$ cat config.mk
export PLATFORM = sky130hd
export DESIGN_NAME = audio_frame_scheduler_flat
export DESIGN_NICKNAME = d
export VERILOG_FILES = /design/src/rtl/audio_frame_scheduler_pkg.sv /design/src/rtl/audio_frame_scheduler_if.sv /design/src/rtl/audio_frame_scheduler_fifo.sv /design/src/rtl/audio_frame_scheduler.sv /design/src/flat_wrapper.sv
export SDC_FILE = /design/constraint.sdc
export NUM_CORES = 1
export LEC_CHECK = 0
export CAP_MARGIN = 30
export CORE_MARGIN = 3
export CORE_UTILIZATION = 50
export CTS_BUF_LIST = sky130_fd_sc_hd__clkbuf_8 sky130_fd_sc_hd__clkbuf_16
export CTS_CLUSTER_SIZE = 24
export DETAILED_ROUTE_END_ITERATION = 7
export HOLD_SLACK_MARGIN = 0.05
export PLACE_DENSITY = 0.72
export SKIP_CTS_REPAIR_TIMING = 1
export SLEW_MARGIN = 5
export SYNTH_ARGS = -nofsm -noshare
export SYNTH_HDL_FRONTEND = slang
export SYNTH_HIERARCHICAL = 1
export SYNTH_SLANG_ARGS = --single-unit
$ cat constraint.sdc
create_clock -name clk -period 9.45 [get_ports clk]
set_clock_uncertainty 0.1 [all_clocks]
set_input_delay 1.4175 -clock clk [delete_from_list [all_inputs] [get_ports clk]]
set_output_delay 1.4175 -clock clk [all_outputs]
set_load 0.02 [all_outputs]
$ cat src/rtl/audio_frame_scheduler_pkg.sv
// rtl/audio_frame_scheduler_pkg.sv - shared types, constants and the saturating adder
// Contents: mode_e (MODE_A/MODE_B/MODE_SUM/MODE_MUTE), state_e (ST_PRIME/ST_RUN),
//           SAT_MAX/SAT_MIN clamp limits, sat_add() per-channel saturating sum.
package audio_pkg;

    typedef enum logic [1:0] {
        MODE_A    = 2'd0,
        MODE_B    = 2'd1,
        MODE_SUM  = 2'd2,
        MODE_MUTE = 2'd3
    } mode_e;

    typedef enum logic {
        ST_PRIME = 1'b0,
        ST_RUN   = 1'b1
    } state_e;

    localparam int SMP_W  = 15;
    localparam int PAIR_W = 2 * SMP_W;

    localparam logic signed [15:0] SAT_MAX = 16'sd16383;
    localparam logic signed [15:0] SAT_MIN = -16'sd16384;

    // Two 15-bit samples always fit a 16-bit sum, so clamping that sum is exact.
    function automatic logic [SMP_W-1:0] sat_add(input logic [SMP_W-1:0] x,
                                                 input logic [SMP_W-1:0] y);
        logic signed [15:0] s;
        s = $signed({x[SMP_W-1], x}) + $signed({y[SMP_W-1], y});
        if (s > SAT_MAX)
            s = SAT_MAX;
        else if (s < SAT_MIN)
            s = SAT_MIN;
        return s[SMP_W-1:0];
    endfunction

endpackage

$ cat src/rtl/audio_frame_scheduler_if.sv
// rtl/audio_frame_scheduler_if.sv - producer, frame-timing and shifter signals of the scheduler
// Signals: frame_sync, mode, urun_clr; source A/B valid/ready/ldata/rdata;
//          ldata/rdata to the shifter; a_urun_cnt/b_urun_cnt.
// Modports: slave = scheduler side, master = producer/shifter/control side.
interface audio_frame_scheduler_if;
    logic        frame_sync;
    logic [1:0]  mode;
    logic        urun_clr;
    logic        a_valid;
    logic        a_ready;
    logic [14:0] a_ldata;
    logic [14:0] a_rdata;
    logic        b_valid;
    logic        b_ready;
    logic [14:0] b_ldata;
    logic [14:0] b_rdata;
    logic [14:0] ldata;
    logic [14:0] rdata;
    logic [7:0]  a_urun_cnt;
    logic [7:0]  b_urun_cnt;

    modport slave (
        input  frame_sync, mode, urun_clr,
        input  a_valid, a_ldata, a_rdata,
        input  b_valid, b_ldata, b_rdata,
        output a_ready, b_ready, ldata, rdata, a_urun_cnt, b_urun_cnt
    );

    modport master (
        output frame_sync, mode, urun_clr,
        output a_valid, a_ldata, a_rdata,
        output b_valid, b_ldata, b_rdata,
        input  a_ready, b_ready, ldata, rdata, a_urun_cnt, b_urun_cnt
    );
endinterface

$ cat src/rtl/audio_frame_scheduler_fifo.sv
// rtl/audio_frame_scheduler_fifo.sv - per-source stereo sample FIFO with registered count
// Ports: clk, nreset; push/push_data (write); pop/head (read, head valid when count != 0);
//        full and count, both derived from the registered count.
module audio_sample_fifo #(
    parameter int DEPTH = 4,
    parameter int WIDTH = 30
) (
    input  logic                     clk,
    input  logic                     nreset,
    input  logic                     push,
    input  logic [WIDTH-1:0]         push_data,
    input  logic                     pop,
    output logic [WIDTH-1:0]         head,
    output logic                     full,
    output logic [$clog2(DEPTH):0]   count
);
    localparam int AW = $clog2(DEPTH);
    localparam int CW = AW + 1;

    logic [WIDTH-1:0] mem [DEPTH];
    logic [AW-1:0]    wr_ptr;
    logic [AW-1:0]    rd_ptr;
    logic             do_push;
    logic             do_pop;

    // Full comes only from the stored count, so a pop in this cycle cannot
    // make room for a push in the same cycle.
    assign full    = (count == CW'(DEPTH));
    assign do_push = push && !full;
    assign do_pop  = pop && (count != '0);
    assign head    = mem[rd_ptr];

    always_ff @(posedge clk) begin
        if (!nreset) begin
            wr_ptr <= '0;
            rd_ptr <= '0;
            count  <= '0;
        end else begin
            if (do_push)
                wr_ptr <= wr_ptr + 1'b1;
            if (do_pop)
                rd_ptr <= rd_ptr + 1'b1;
            count <= count + CW'(do_push) - CW'(do_pop);
        end
    end

    always_ff @(posedge clk) begin
        if (do_push && nreset)
            mem[wr_ptr] <= push_data;
    end
endmodule

$ cat src/rtl/audio_frame_scheduler.sv
// rtl/audio_frame_scheduler.sv - frame-paced mixer feeding the serial audio output shifter
// Ports: clk, nreset (sync, active-low); s (slave modport) carrying frame_sync, mode,
//        urun_clr, source A/B sample handshakes, held ldata/rdata and underrun counters.
// Parameters: DEPTH (FIFO depth), PRIME_LVL (fill level to start), HOLD_LAST (underrun output).
module audio_frame_scheduler
    import audio_pkg::*;
#(
    parameter int DEPTH     = 4,
    parameter int PRIME_LVL = 2,
    parameter int HOLD_LAST = 1
) (
    input  logic                     clk,
    input  logic                     nreset,
    audio_frame_scheduler_if.slave   s
);
    localparam int CW = $clog2(DEPTH) + 1;

    state_e              state, state_n;
    mode_e               mode_q, mode_n, mode_in;
    logic [SMP_W-1:0]    ldata_n, rdata_n;
    logic [PAIR_W-1:0]   a_head, b_head;
    logic [CW-1:0]       a_count, b_count;
    logic                a_full, b_full;
    logic                pop_a, pop_b, urun_a, urun_b;
    logic                sel_a, sel_b;
    logic                a_empty, b_empty, a_primed, b_primed;
    logic                fs_q;

    assign s.a_ready = nreset && !a_full;
    assign s.b_ready = nreset && !b_full;

    audio_sample_fifo #(.DEPTH(DEPTH), .WIDTH(PAIR_W)) u_fifo_a (
        .clk       (clk),
        .nreset    (nreset),
        .push      (s.a_valid && s.a_ready),
        .push_data ({s.a_ldata, s.a_rdata}),
        .pop       (pop_a),
        .head      (a_head),
        .full      (a_full),
        .count     (a_count)
    );

    audio_sample_fifo #(.DEPTH(DEPTH), .WIDTH(PAIR_W)) u_fifo_b (
        .clk       (clk),
        .nreset    (nreset),
        .push      (s.b_valid && s.b_ready),
        .push_data ({s.b_ldata, s.b_rdata}),
        .pop       (pop_b),
        .head      (b_head),
        .full      (b_full),
        .count     (b_count)
    );

    // Every decision uses the mode being sampled at this frame_sync, so the
    // PRIME check of the first frame already sees the newly requested sources.
    assign mode_in  = mode_e'(s.mode);
    assign sel_a    = (mode_in == MODE_A) || (mode_in == MODE_SUM);
    assign sel_b    = (mode_in == MODE_B) || (mode_in == MODE_SUM);
    assign a_empty  = (a_count == '0);
    assign b_empty  = (b_count == '0);
    assign a_primed = (a_count >= CW'(PRIME_LVL));
    assign b_primed = (b_count >= CW'(PRIME_LVL));

    always_comb begin
        state_n = state;
        mode_n  = mode_q;
        ldata_n = s.ldata;
        rdata_n = s.rdata;
        pop_a   = 1'b0;
        pop_b   = 1'b0;
        urun_a  = 1'b0;
        urun_b  = 1'b0;
        if (s.frame_sync) begin
            mode_n  = mode_in;
            ldata_n = '0;
            rdata_n = '0;
            case (state)
                ST_PRIME: begin
                    if (mode_in == MODE_MUTE ||
                        ((!sel_a || a_primed) && (!sel_b || b_primed)))
                        state_n = ST_RUN;
                end
                ST_RUN: begin
                    if (mode_in != mode_q) begin
                        state_n = ST_PRIME;
                    end else if ((sel_a && a_empty) || (sel_b && b_empty)) begin
                        // Neither source is popped on an underrun so A and B stay aligned.
                        urun_a  = sel_a && a_empty;
                        urun_b  = sel_b && b_empty;
                        state_n = ST_PRIME;
                        if (HOLD_LAST != 0) begin
                            ldata_n = s.ldata;
                            rdata_n = s.rdata;
                        end
                    end else begin
                        pop_a = sel_a;
                        pop_b = sel_b;
                        case (mode_q)
                            MODE_A: begin
                                ldata_n = a_head[PAIR_W-1:SMP_W];
                                rdata_n = a_head[SMP_W-1:0];
                            end
                            MODE_B: begin
                                ldata_n = b_head[PAIR_W-1:SMP_W];
                                rdata_n = b_head[SMP_W-1:0];
                            end
                            MODE_SUM: begin
                                ldata_n = sat_add(a_head[PAIR_W-1:SMP_W], b_head[PAIR_W-1:SMP_W]);
                                rdata_n = sat_add(a_head[SMP_W-1:0], b_head[SMP_W-1:0]);
                            end
                            default: begin
                                ldata_n = '0;
                                rdata_n = '0;
                            end
                        endcase
                    end
                end
                default: state_n = ST_PRIME;
            endcase
        end
    end

    always_ff @(posedge clk) begin
        if (!nreset) begin
            state   <= ST_PRIME;
            mode_q  <= MODE_MUTE;
            s.ldata <= '0;
            s.rdata <= '0;
            fs_q    <= 1'b0;
        end else begin
            state   <= state_n;
            mode_q  <= mode_n;
            s.ldata <= ldata_n;
            s.rdata <= rdata_n;
            fs_q    <= s.frame_sync;
        end
    end

    // Clear beats a coincident underrun; both counters stick at 255.
    always_ff @(posedge clk) begin
        if (!nreset || s.urun_clr) begin
            s.a_urun_cnt <= '0;
            s.b_urun_cnt <= '0;
        end else begin
            if (urun_a && s.a_urun_cnt != 8'hFF)
                s.a_urun_cnt <= s.a_urun_cnt + 8'd1;
            if (urun_b && s.b_urun_cnt != 8'hFF)
                s.b_urun_cnt <= s.b_urun_cnt + 8'd1;
        end
    end

    // Back-to-back frame_sync pulses would break the one-frame hold contract.
    always @(posedge clk) begin
        if (nreset)
            assert (!(s.frame_sync && fs_q));
    end
endmodule

$ cat src/flat_wrapper.sv
// flat-port wrapper written by rule: the top's interface ports become plain ports
module audio_frame_scheduler_flat import audio_pkg::*;
#(
    parameter int DEPTH     = 4,
    parameter int PRIME_LVL = 2,
    parameter int HOLD_LAST = 1
)
  (clk, nreset, s_frame_sync, s_mode, s_urun_clr, s_a_valid, s_a_ldata, s_a_rdata, s_b_valid, s_b_ldata, s_b_rdata, s_a_ready, s_b_ready, s_ldata, s_rdata, s_a_urun_cnt, s_b_urun_cnt);
  audio_frame_scheduler_if s_i ();
  input  logic clk;
  input  logic nreset;
  input wire logic [$bits(s_i.frame_sync)-1:0] s_frame_sync;
  input wire logic [$bits(s_i.mode)-1:0] s_mode;
  input wire logic [$bits(s_i.urun_clr)-1:0] s_urun_clr;
  input wire logic [$bits(s_i.a_valid)-1:0] s_a_valid;
  input wire logic [$bits(s_i.a_ldata)-1:0] s_a_ldata;
  input wire logic [$bits(s_i.a_rdata)-1:0] s_a_rdata;
  input wire logic [$bits(s_i.b_valid)-1:0] s_b_valid;
  input wire logic [$bits(s_i.b_ldata)-1:0] s_b_ldata;
  input wire logic [$bits(s_i.b_rdata)-1:0] s_b_rdata;
  output wire logic [$bits(s_i.a_ready)-1:0] s_a_ready;
  output wire logic [$bits(s_i.b_ready)-1:0] s_b_ready;
  output wire logic [$bits(s_i.ldata)-1:0] s_ldata;
  output wire logic [$bits(s_i.rdata)-1:0] s_rdata;
  output wire logic [$bits(s_i.a_urun_cnt)-1:0] s_a_urun_cnt;
  output wire logic [$bits(s_i.b_urun_cnt)-1:0] s_b_urun_cnt;
  assign s_i.frame_sync = s_frame_sync;
  assign s_i.mode = s_mode;
  assign s_i.urun_clr = s_urun_clr;
  assign s_i.a_valid = s_a_valid;
  assign s_i.a_ldata = s_a_ldata;
  assign s_i.a_rdata = s_a_rdata;
  assign s_i.b_valid = s_b_valid;
  assign s_i.b_ldata = s_b_ldata;
  assign s_i.b_rdata = s_b_rdata;
  assign s_a_ready = s_i.a_ready;
  assign s_b_ready = s_i.b_ready;
  assign s_ldata = s_i.ldata;
  assign s_rdata = s_i.rdata;
  assign s_a_urun_cnt = s_i.a_urun_cnt;
  assign s_b_urun_cnt = s_i.b_urun_cnt;
  audio_frame_scheduler #(.DEPTH(DEPTH), .PRIME_LVL(PRIME_LVL), .HOLD_LAST(HOLD_LAST)) u_core (.clk(clk), .nreset(nreset), .s(s_i));
endmodule
Word-level counts from Yosys, hierarchy flattened --
Memory sizes are Yosys's and may differ from the RTL's. A register that Yosys moved wholly into a read port is not among the register bits. Index checks and enable logic that the tools add are counted.
Operators by class: order comparisons 6, add/sub/neg operators 12, eq/ne operators 11, bitwise gates (word level) 1, multiplexer cells 40, reduce and logical (&&, ||, !) cells 34
Operator list (number):
- 2-to-1 mux 15 bit | 10
- case mux 15 bit (3 select lines) | 2
- adder 15 x 15 -> 16 bit | 2
- > comparator 16 x 15 -> 1 bit (second input constant) | 2
- less-than comparator 16 x 15 -> 1 bit (second input constant) | 2
- 2-to-1 mux 1 bit | 23
- adder 8 x 1 -> 8 bit (second input constant) | 2
- inequality test 8 bit (second input constant) | 2
- logical AND 1 bit | 15
- adder 2 x 1 -> 2 bit (second input constant) | 4
- 2-to-1 mux 2 bit | 4
- logical OR 1 bit | 7
- adder 3 x 1 -> 3 bit | 2
- == test 2 bit (second input constant) | 3
- == test 3 bit (second input constant) | 2
- greater-or-equal comparator 3 x 2 -> 1 bit (second input constant) | 2
- zero test 3 bit | 2
- nonzero test 3 bit | 2
- subtractor 3 x 1 -> 3 bit | 2
- zero test 1 bit | 5
- == test 2 x 1 -> 1 bit (second input constant) | 2
- zero test 2 bit | 2
- inequality test 3 bit (second input constant) | 1
- inequality test 2 bit | 1
- 3 further kinds | 3
Word-level totals: output and inout port bits 48, logic and storage cells 118, register bits 63, RAM bits 240, bits of input ports 68, memories 2
Memories:
- u_core.u_fifo_a.mem | depth 4, bits a word 30, read ports 1, clocked after Yosys merged registers in 1, write ports 1, line audio_frame_scheduler_fifo.sv:20 | logic [WIDTH-1:0] mem [DEPTH];
- u_core.u_fifo_b.mem | depth 4, bits a word 30, read ports 1, clocked after Yosys merged registers in 1, write ports 1, line audio_frame_scheduler_fifo.sv:20

Logic depth before layout (Yosys ltp) --
word-level depth 11, mapped depth 15, mapped depth without buffers 15

By module --
Netlist, hierarchy kept.
Modules (own cells, without submodules):
- audio_sample_fifo | cells each 203, area each 4807.1 µm², instances 2, sequential area each 3783.6 µm²
- audio_frame_scheduler | cells each 491, area each 4127.7 µm², instances 1, sequential area each 980.9 µm²

Least setup slack after synthesis --
OpenSTA, ideal clock, no wires.
path type input to register, start input port s_mode[0], end register u_core.u_fifo_b.count[2], required time 9235 ps, stages on the path 15, path slack 5224 ps, setup time 115 ps, arrival 4011 ps, path buffers 0, path through inv_1 ha_1 or3b_2 nor2_1 or3_1 nor2_1 o31a_2 ha_1 inv_1 ha_1 inv_1 fa_1 xnor2_1 xnor2_1 and2_1
On the way: longest elaborated chain between the ends 10, elaborated cells between the ends (all ways) 15, classes of those cells add/sub (1); eq/ne (3); mux (4); reduce/logical (7)
Ends and longest elaborated chain:
- from (decl) | line flat_wrapper.sv:13 | input wire logic [$bits(s_i.mode)-1:0] s_mode;
- == test 2 bit (tied with other cells) | line audio_frame_scheduler.sv:57, audio_frame_scheduler.sv:58
- logical OR 1 bit, on equally long branches | line audio_frame_scheduler.sv:57, audio_frame_scheduler.sv:58
- logical AND 1 bit | line audio_frame_scheduler.sv:86 | end else if ((sel_a && a_empty) || (sel_b && b_empty)) begin
- logical OR 1 bit | line audio_frame_scheduler.sv:86
- 2-to-1 mux 1 bit | line audio_frame_scheduler.sv:86
- 2-to-1 mux 1 bit * | line audio_frame_scheduler.sv:84 | if (mode_in != mode_q) begin
- 2-to-1 mux 1 bit * | line audio_frame_scheduler.sv:77 | case (state)
- 2-to-1 mux 1 bit * | line audio_frame_scheduler.sv:73 | if (s.frame_sync) begin
- net u_core.pop_b | line audio_frame_scheduler.sv:24 | logic pop_a, pop_b, urun_a, urun_b;
- logical AND 1 bit * | line audio_frame_scheduler_fifo.sv:30 | assign do_pop = pop && (count != '0);
- net u_core.u_fifo_b.do_pop | line audio_frame_scheduler_fifo.sv:24 | logic do_pop;
- subtractor 3 x 1 -> 3 bit * | line audio_frame_scheduler_fifo.sv:43 | count <= count + CW'(do_push) - CW'(do_pop);
- to (signal assigned) | line audio_frame_scheduler_fifo.sv:43
- to (decl) | line audio_frame_scheduler_fifo.sv:15 | output logic [$clog2(DEPTH):0] count
The timed path passes the listed nets; every way through them passes the cells marked *. A chain may end at the register's enable or synchronous reset.

Worst setup path in the final report --
start input port nreset, end output port s_b_ready
On the way: longest elaborated chain between the ends 1
Ends and longest elaborated chain:
- from (decl) | line flat_wrapper.sv:11 | input logic nreset;
- logical AND 1 bit | line audio_frame_scheduler.sv:30 | assign s.b_ready = nreset && !b_full;
- to (decl) | line flat_wrapper.sv:22 | output wire logic [$bits(s_i.b_ready)-1:0] s_b_ready;
No other way between the ends.

==> results by stage <==
GRT:
- The total track usage is 20.1%.
- The initial antenna violation count is 0.
- The remaining global-route overflow is 0.
- The global-route wire length before repair is 45900 µm.
- The via count of the first global-routing pass came to 8270.
- Entering global routing, the biggest net connects 38 pins.

Drt:
- The detailed router placed 8133 vias in this run.
- The count of nets left with antenna violations once routing finished came out at 0.
- In the routed layout, each cell is associated on average with a via count of 5.84.
- The first-iteration detailed-routing DRC count is 652.
- The total detailed-routing wirelength is 29400 µm.
- The number of optimization iterations in the first detailed-route pass is 6.
- The post-detailed-route wirelength per cell is 21.1 µm.
- For this run, design rule violations remaining after detail routing come to 0.

Place:
- The routability-driven placement congestion ratio is 0.900.
- The half-perimeter wire length after detailed placement is 20000 µm.
- Including well taps, the total number of placed cells is 1335.
- The count of input and output buffers is 115.

Synth:
- The average cell area after synthesis is 15.3 µm².
- The most used flip-flop cell after synthesis is sky130_fd_sc_hd__edfxtp_1.
- The number of warnings reported in the yosys synthesis log is 6.
- Of all flip-flops after synthesis, the portion carrying an async set or reset was 0%.
- The commonest cells after synthesis are sky130_fd_sc_hd__edfxtp_1, sky130_fd_sc_hd__dfxtp_1, sky130_fd_sc_hd__mux4_2.
- Counting flops with a built-in enable in the synthesized netlist gives 240.
- The portion of synthesized cell area occupied by the leading cell type is 52.4%.
- After synthesis, flip-flops and latches occupy 62.2% of the total area.
- The cell area after synthesis is 13700 µm².
- By area the synthesized netlist is led by sky130_fd_sc_hd__edfxtp_1, sky130_fd_sc_hd__mux4_2, sky130_fd_sc_hd__dfxtp_1.
- In this run, synthesis produced a sequential element count of 307.
- sky130_fd_sc_hd__edfxtp_1 takes more of the synthesized area than any other cell.
- After synthesis, the netlist uses 74 different library cells.
- The leading cell type by number of instances after synthesis is sky130_fd_sc_hd__edfxtp_1.
- Synthesis produced a netlist whose cell count is 897.
- When the netlist entered floorplanning its net count stood at 1016.

Floorplan:
- The die is 172 µm wide.
- The starting density of the core is 51.0%.
- The count of boundary I/O pins is 116.
- In this run the standard cell core region covers 27000 µm².
- The number of rows created at floorplan is 60.
- The die covers 29500 µm².
- The die is 172 µm tall.

Worst setup path:
- Counting stages on the worst path, the most repeated cell is sky130_fd_sc_hd__clkdlybuf4s50_1.
- STA classifies the critical path startpoint as an input port.
- The cell with the largest stage delay on the worst path is sky130_fd_sc_hd__clkdlybuf4s50_1.
- The critical path goes through clkdlybuf4s50_1 -> buf_4 -> clkinv_1 -> nor2_1 -> clkdlybuf4s50_1.
- Across all register-to-register paths, the minimum setup slack is 4.62 ns.
- The path depth of the worst reg2reg path is 11.
- The data arrival time of the worst path is 3.63 ns.
- In this run the worst path has a maximum fanout of 33.
- The element type at the critical path end is an output port.
- The type of the setup path with the least slack is input port to output port.
- The largest single stage delay on the critical path is 0.65 ns.
- The worst register-to-register path ends at u_core/s.ldata[13].
- At the worst endpoint, the required time is 7.93 ns.

Clock network:
- The clock tree root buffer cell is sky130_fd_sc_hd__clkbuf_16.
- The clock tree from TritonCTS is built.
- The later pin in the worst-skew pair is clocked with a latency of 0.58 ns.
- Clock tree synthesis found a total of 307 sinks.
- The count of H-tree levels built during CTS is 1.
- Clock tree synthesis inserted a total of 31 buffers.
- The clock transition at the register clock pins on the worst setup and hold paths after CTS is 0.06 ns.
- The clock tree buffer depth is 3.

STA:
- Summed over all failing endpoints, the final setup total negative slack is 0 ns.
- At the pin with the least slew margin, the transition time is 0.993 ns.
- The final worst hold slack is 0.403 ns.
- The final count of pins violating max slew is 0.
- The number of hold-slack violations in the final timing report is 0.
- Setup violations remaining at the end of the flow were counted as 0.
- Dividing the final minimum period by the clock period gives 54.5%.
- The worst-case headroom to the max-slew limit is 33.8%.
- Based on the critical path, the design can be clocked at up to 0.194 GHz.
- Setup repair after global routing left no endpoint under its margin.
- After layout, the minimum clock period comes to 5.15 ns.

Power and ir drop:
- Dividing total power by cell area gives a power density of 177 nW/µm².
- The net switching power is 636 µW.
- The internal power component is 2230 µW.
- Net switching is 22.2% of the power.
- Total power for the finished layout comes to 2860 µW.
- The leakage component of the power is 0.00554 µW.
- Per report_power, the sequential group accounts for 52.1% of the total.
- Across the VDD grid, the largest voltage drop is 142 µV.
- The part of the power in combinational logic is 7.7%.
- The proportion of power drawn by the clock network is 40.2%.

Final layout:
- In the final design database the tool counted 1146 nets.
- The number of diodes is 0.
- The share of post-route cells with drive strength above 1 is 14.7%.
- Relative to the synthesized area, the layout overhead comes to 18.0%.
- The post-route non-filler standard cell count is 1392.

Min path:
- The hold path depth is 2.
- The worst hold endpoint is u_core/u_fifo_b/wr_ptr[1].
- The startpoint identified for the worst hold timing path is u_core/u_fifo_b/wr_ptr[1].
- The class of the worst hold path is flip-flop to flip-flop.

Outcome:
- The flow ran to the end, and the final reports show no timing, DRC or antenna violations.

Job:
- Max-cap violations in this run came to 0.
==> per-stage QoR <==
step / utilization [%] / instance area (µm²) / setup WS [ns]
final: 60.1 / 16200 / 4.30
after global routing: 60.1 / 16200 / 4.14
after CTS: 60.1 / 16200 / 4.30
after detailed placement: 56.6 / 15300 / 4.25
after global placement: 56.6 / 15200 / 4.30
after floorplan: - / 13700 / 5.22
==> final cells by class <==
| cell class | count | area [µm²] |
|---|---|---|
| inverters | 18 | 67.6 |
| well taps | 341 | 427 |
| multi-input cells | 538 | 4930 |
| flip-flops and latches | 307 | 8550 |
| repair buffers | 131 | 1280 |
| clock inverters | 26 | 179 |
| clock buffers | 31 | 776 |
| fillers | 2055 | 10700 |
==> registers in the layout (all words and copies together), names as in the netlist, named ones only <==
register,count
u_core/u_fifo_a/mem,120
u_core/u_fifo_b/mem,120
u_core/s.ldata,15
u_core/s.rdata,15
u_core/s.a_urun_cnt,8
u_core/s.b_urun_cnt,8
u_core/u_fifo_a/count,3
u_core/u_fifo_b/count,3
u_core/mode_q,2
u_core/u_fifo_a/rd_ptr,2
u_core/u_fifo_a/wr_ptr,2
u_core/u_fifo_b/rd_ptr,2
u_core/u_fifo_b/wr_ptr,2
u_core/state,1
==> cells in the final DEF (no fill, tap or decap), drive strengths merged, types with 6 or more instances in the layout <==
master         netlist  final
xor2                18     18
clkbuf              13     31
o211ai              14     14
mux2                14     14
and2                12     12
nor3                 9      9
nand2               48     48
dfxtp               67     67
xnor2               24     24
mux4                60     60
edfxtp             240    240
o21ai               18     18
a22oi                6      6
ha                  47     47
nor2b               11     11
clkinv               1     15
a311oi               6      6
buf                 21     16
and3                15     15
a21oi               48     48
a222oi               8      8
a211oi              10     10
nor2                44     44
mux2i               24     24
clkdlybuf4s50        0    115
a21o                11     11
o221ai               7      7
nand4                6      6
or3                  6      6
nand3               11     11
inv                 17     25
==> routing by layer <==
| layer | share of wire, % | vias to the layer above | GRT usage (%) |
|---|---|---|---|
| met2 | 50 | 249 | 34.6 |
| met3 | 4.7 | 59 | 2.80 |
| met5 | 0 | - | 0 |
| met4 | 3.5 | 0 | 6.84 |
| li1 | - | 3808 | - |
| met1 | 42 | 4017 | 26.7 |
==> worst max-delay path by stage <==
stage / start / end / cells past startpoint
2_1_floorplan: s_mode[0] / u_core/u_fifo_b/count[2] / 15
3_3_place_gp: nreset / u_core/u_fifo_b/count[2] / 15
3_5_place_dp: nreset / u_core/u_fifo_b/count[2] / 15
4_1_cts: nreset / s_b_ready / 5
5_1_grt: nreset / s_b_ready / 5
6_report: nreset / s_b_ready / 5
==> logic make-up (layout without fill, tap and decap cells) <==
group           after synthesis  after routing  share of synthesized area (%)
buf+inv                      52            206                           1.96
flops                       307            307                           62.2
xor+xnor                     42             42                           2.68
mux                          98             98                           12.8
compound gates              163            163                           8.64
simple gates                184            184                           6.84
fa+ha+maj                    51             51                           4.86
==> power by group through the flow <==
stage / clock (µW) / sequential (µW) / combinational [µW]
after CTS: 1170 / 1490 / 222
after floorplan: 0 / 1520 / 142
after global placement: 0 / 1520 / 216
after detailed placement: 0 / 1520 / 221
final: 1150 / 1490 / 222
after global routing: 1230 / 1490 / 243
==> critical path: cells and delay by family <==
kind          cells  cell delay [ns]
simple gates      1             0.27
buf+inv           4             1.94
Note: power is estimated with default switching activity, not from simulation.
